==> src/rtl/neuron_accumulator.sv <==
// Multiply-accumulate back end for one neural layer: consumes RAM read data, writes saturated neuron results.
// Optional NEURON_ACCUMULATOR_RELU_EN clamps negative results to zero after saturation.
module neuron_accumulator #(
   parameter int DATA_W = 8,
   parameter int ACC_W  = 24,
   parameter int FRAC   = 4
) (
   input  logic                     clk,
   input  logic                     reset,
   input  logic                     start,
   input  logic [7:0]               Nk_in,
   input  logic [7:0]               Nk_out,
   input  logic signed [DATA_W-1:0] weight_data,
   input  logic signed [DATA_W-1:0] neuro_data,
   input  logic                     neuron_last,
   input  logic [7:0]               neuro_write_addr_in,
   output logic                     write_en,
   output logic [7:0]               write_addr,
   output logic [DATA_W-1:0]        write_data,
   output logic                     busy,
   output logic                     done
);

   typedef enum logic [1:0] {IDLE, RUN, FLUSH, DONE} state_t;

   localparam logic signed [ACC_W-1:0] SAT_MAX = {{(ACC_W-DATA_W+1){1'b0}}, {(DATA_W-1){1'b1}}};
   localparam logic signed [ACC_W-1:0] SAT_MIN = {{(ACC_W-DATA_W+1){1'b1}}, {(DATA_W-1){1'b0}}};

   state_t                    r_state, w_state_nxt;
   logic [7:0]                r_nk_in, r_nk_out, r_cnt, r_term;
   logic signed [ACC_W-1:0]   r_acc;
   logic                      r_last_d, r_dvld;
   logic [7:0]                r_waddr_d;
   logic                      r_wen;
   logic [7:0]                r_waddr;
   logic [DATA_W-1:0]         r_wdata;

   logic                      w_addr_vld, w_dvld, w_first, w_term_end, w_wr;
   logic signed [2*DATA_W-1:0] w_prod;
   logic signed [ACC_W-1:0]   w_prod_ext, w_acc_nxt, w_shift;
   logic [DATA_W-1:0]         w_sat;

   // Data arriving after the last neuron's write is in flight only; the count gate drops it.
   assign w_addr_vld = (r_state == RUN) && (r_cnt != r_nk_out);
   assign w_dvld     = r_dvld && w_addr_vld;
   assign w_first    = (r_term == 8'd0);
   assign w_term_end = r_last_d || (r_term == r_nk_in - 8'd1);
   assign w_wr       = w_dvld && r_last_d;

   assign w_prod     = $signed({{DATA_W{weight_data[DATA_W-1]}}, weight_data}) *
                       $signed({{DATA_W{neuro_data[DATA_W-1]}}, neuro_data});
   assign w_prod_ext = {{(ACC_W-2*DATA_W){w_prod[2*DATA_W-1]}}, w_prod};
   assign w_acc_nxt  = (w_first ? '0 : r_acc) + w_prod_ext;
   assign w_shift    = w_acc_nxt >>> FRAC;

   always_comb begin
      if (w_shift > SAT_MAX)      w_sat = SAT_MAX[DATA_W-1:0];
      else if (w_shift < SAT_MIN) w_sat = SAT_MIN[DATA_W-1:0];
      else                        w_sat = w_shift[DATA_W-1:0];
`ifdef NEURON_ACCUMULATOR_RELU_EN
      if (w_sat[DATA_W-1]) w_sat = '0;
`else
`endif
   end

   always_comb begin
      w_state_nxt = r_state;
      case (r_state)
         IDLE:    if (start) w_state_nxt = RUN;
         RUN:     if (r_cnt == r_nk_out) w_state_nxt = FLUSH;
         FLUSH:   w_state_nxt = DONE;
         DONE:    w_state_nxt = IDLE;
         default: w_state_nxt = IDLE;
      endcase
   end

   always_ff @(posedge clk or negedge reset) begin
      if (!reset) begin
         r_state   <= IDLE;
         r_nk_in   <= '0;
         r_nk_out  <= '0;
         r_cnt     <= '0;
         r_term    <= '0;
         r_acc     <= '0;
         r_last_d  <= 1'b0;
         r_waddr_d <= '0;
         r_dvld    <= 1'b0;
         r_wen     <= 1'b0;
         r_waddr   <= '0;
         r_wdata   <= '0;
      end else begin
         r_state   <= w_state_nxt;
         r_last_d  <= neuron_last;
         r_waddr_d <= neuro_write_addr_in;
         r_dvld    <= w_addr_vld;
         r_wen     <= w_wr;
         if (w_wr) begin
            r_waddr <= r_waddr_d;
            r_wdata <= w_sat;
            r_cnt   <= r_cnt + 8'd1;
         end
         if (w_dvld) begin
            r_acc  <= w_acc_nxt;
            r_term <= w_term_end ? 8'd0 : r_term + 8'd1;
         end
         if (r_state == IDLE && start) begin
            r_nk_in  <= Nk_in;
            r_nk_out <= Nk_out;
            r_acc    <= '0;
            r_cnt    <= '0;
            r_term   <= '0;
         end
      end
   end

   assign write_en   = r_wen;
   assign write_addr = r_waddr;
   assign write_data = r_wdata;
   assign busy       = (r_state == RUN) || (r_state == FLUSH);
   assign done       = (r_state == DONE);

endmodule

==> config.mk <==
export PLATFORM = sky130hd
export DESIGN_NAME = neuron_accumulator
export DESIGN_NICKNAME = d
export VERILOG_FILES = /design/src/rtl/neuron_accumulator.sv
export SDC_FILE = /design/constraint.sdc
export NUM_CORES = 1
export LEC_CHECK = 0
export BUFFER_PORTS_ARGS = -buffer_cell sky130_fd_sc_hd__buf_2
export CORE_ASPECT_RATIO = 0.6
export CORE_MARGIN = 2
export CORE_UTILIZATION = 60
export CTS_BUF_LIST = sky130_fd_sc_hd__clkbuf_2
export CTS_CLUSTER_DIAMETER = 120
export DETAILED_ROUTE_END_ITERATION = 8
export GPL_TIMING_DRIVEN = 1
export HOLD_SLACK_MARGIN = 0.03
export PLACE_DENSITY = 0.87
export SKIP_LAST_GASP = 1
export SLEW_MARGIN = 20
export SYNTH_ARGS = -nofsm -noshare
export SYNTH_HDL_FRONTEND = slang
export SYNTH_SLANG_ARGS = --single-unit
==> constraint.sdc <==
create_clock -name clk -period 10 [get_ports clk]
set_input_delay 1 -clock clk [delete_from_list [all_inputs] [get_ports clk]]
set_output_delay 1 -clock clk [all_outputs]
set_load 0.01 [all_outputs]
==> results.py <==
metrics = {
    "logic_synthesis": {
        "synth-main-ff-cell": "dfrtp_1",
        "synth_fp_nets": 1036,
        "yosys.area.top_type": "dfrtp_1",
        "synthSimpleGateAreaFrac_pct": 17.97,
        "ys_seq_area_share_pct": 27.08,
        "synth_edf_count": 0,
        "synth_top_family_by_area": "adder cells",
        "synth_seq_cells": 85,
        "synthAdderAreaFrac_pct": 23.83,
        "syn_area_sq_um": 7854,
        "synth.area.top_cells": "dfrtp_1, fa_1, ha_1",
        "synth_top_area_share_pct": 27.08,
        "synthXorXnorAreaFrac_pct": 7.249,
        "synth_cells": 876,
        "yosys.cell_types.count": 59,
        "synth_compound_area_share_pct": 12.57,
        "ys_async_sr_fraction_pct": 100.0,
        "syn_area_per_cell_sq_um": 8.966,
        "synth.area.mux_share_pct": 4.843,
        "ys_warn_count": 0,
    },
    "grt": {
        "grt_use_total_pct": 25.76,
        "grt_antenna_before_repair": 0,
        "grt_pass1_wl_mm": 29.03,
        "grt_max_degree": 76,
        "overflow": 0,
        "first_global_vias": 6091,
    },
    "critical_path": {
        "critPathArrivalTime_ns": 8.10,
        "crit_required_ns": 10.47,
        "crit_type": "in -> reg",
        "worstSetupStartpoint": "neuro_data[4]",
        "slowest_delay_ns": 0.64,
        "cpMaxStageDelayCell": "fa_1",
        "rrSetupSlack_ns": 4.57,
        "cp_max_fo": 10,
        "cp-start-kind": "input port",
        "regToRegStartpoint": "r_term[0]",
        "worstSetupEndpointType": "register",
    },
    "clocking": {
        "cts_tree": "yes",
        "ctsHoldBuffers": 0,
        "root_buffer": "clkbuf_2",
        "worstSkewPairLatency_ns": 0.56,
        "cts_resized": 0,
        "ctsLongestPathBuffers": 2,
        "numCtsBuffers": 9,
        "cts_setup_buffers": 0,
        "cts_htree_levels": 3,
        "cts.sinks": 85,
        "path_clk_slew_ns": 0.27,
    },
    "floorplanning": {
        "die_h_um": 92.62,
        "ios": 63,
        "fp.dieW_um": 151.7,
        "core_sq_um": 12810,
        "core.rowCount": 32,
        "start_util_pct": 61.30,
        "dieArea_sq_um": 14050,
    },
    "placed_design": {
        "gp_congestion": 0.9614,
        "dp_hpwl_mm": 13.03,
        "numPortBuffers": 62,
        "placed_cells": 1088,
    },
    "final_layout": {
        "drive_gt1_share_pct": 12.10,
        "finalNonFillerCells": 1104,
        "finalNetCount": 1089,
        "syn2layout_area_growth_pct": 7.520,
        "num_antenna_cells": 0,
        "final_util_pct": 65.91,
    },
    "route": {
        "wl_mm": 16.83,
        "viasPerCell": 5.631,
        "vias": 6217,
        "drc": 0,
        "drtIter0Drc": 531,
        "drt_pass1_iterations": 5,
        "wire_per_inst_um": 15.25,
        "ant_nets": 0,
    },
    "sta": {
        "fmax_ghz": 0.1310,
        "fin_crit_ns": 7.636,
        "rsz0062_at_grt": "no",
        "relSlewSlack_pct": 35.32,
        "final.setup_skew_ns": 0.01530,
        "final-hold-violation-count": 0,
        "slew_violations": 0,
        "worstMarginPinSlew_ns": 0.9678,
        "layout_worst_path_cycle_share_pct": 76.36,
        "setup_viol": 0,
        "setup_tns_ns": 0,
    },
    "run_status": {
        "status": "finished clean",
    },
    "hold_path": {
        "hold_class": "in -> async",
    },
    "flow_run": {
        "cap_violations": 0,
    },
}
## worst paths after layout
kind / end / cells after the start
setup / recovery: write_data[5] / 29
hold / removal: r_term[6] / 1
max in group asynchronous: write_data[1] / 2
hold reg to reg: write_addr[1] / 2
min in group clk: write_addr[1] / 2
setup reg to reg: write_data[5] / 19
## cells in the mapped netlist, types with 20 or more instances
library cell	number
inv_1	110
dfrtp_1	85
nor2_1	78
nand2_1	77
and2_1	66
ha_1	60
fa_1	56
o21ai_0	39
a21oi_1	38
xor2_1	31
xnor2_1	26
clkbuf_1	23
mux2i_1	20
## layout by cell type, fill, tap and decap left out, drive strengths merged, types with 5 or more instances in the layout
cell / count
inv: 113
dfrtp: 85
nor2: 78
nand2: 77
and2: 67
buf: 66
ha: 60
fa: 56
o21ai: 41
a21oi: 39
xor2: 31
xnor2: 28
mux2i: 20
nand3: 18
a21o: 18
mux2: 16
nor2b: 13
nor3: 10
clkbuf: 9
nand2b: 8
a211oi: 8
o22ai: 8
o21bai: 6
nand4: 5
o31ai: 5
and3: 5
clkinv: 5
## layout make-up
class                           count  area, sq um
Clock buffer                        9        45.04
Sequential cell                    85         2127
Clock inverter                      7        78.83
Multi-Input combinational cell    656         5221
Inverter                          111        416.7
Timing Repair Buffer               66        342.8
Tap cell                          170        212.7
Fill cell                         972         4368
## worst max-delay path: cells and delay by family
family	cells	cell delay, ns
simple gates	4	0.59
xor+xnor	2	0.65
fa+ha+maj	6	3.03
buf+inv	6	0.65
mux	1	0.15
compound gates	10	2.00
## flip-flops by register name, indices dropped and copies added (netlist names)
| register | flops |
|---|---|
| write_data | 8 |
| r_cnt | 8 |
| r_nk_in | 8 |
| r_nk_out | 8 |
| write_addr | 8 |
| write_en | 1 |
| r_dvld | 1 |
| r_term | 8 |
| r_waddr_d | 8 |
| r_last_d | 1 |
| r_state | 2 |
| r_acc | 24 |
## layer usage
metal	track usage, %	part of all wire [%]	vias up
li1	-	-	3003
met1	39.62	48	2993
met2	37.91	43	206
met3	6.453	7.8	15
met4	3.241	0.65	0
met5	0	0	-
## kinds of logic (layout without fill, tap and decap cells)
logic type	Yosys count	in the layout
buf+inv	135	193
mux	36	36
simple gates	291	291
flops	85	85
fa+ha+maj	116	116
compound gates	153	153
xor+xnor	60	60
## metrics by stage
stage	worst slack (ns)	area (sq um)	hold slack [ns]
floorplan	2.502	7854	0.4143
global placement	2.006	8320	0.4205
global route	2.091	8444	0.1658
detailed placement	1.813	8320	0.4308
finish	2.364	8444	0.2119
CTS	2.415	8444	0.2015
Power is left out: the tool's default activity adds up to more than one toggle a clock period on the data nets, which glitch-free logic cannot reach.
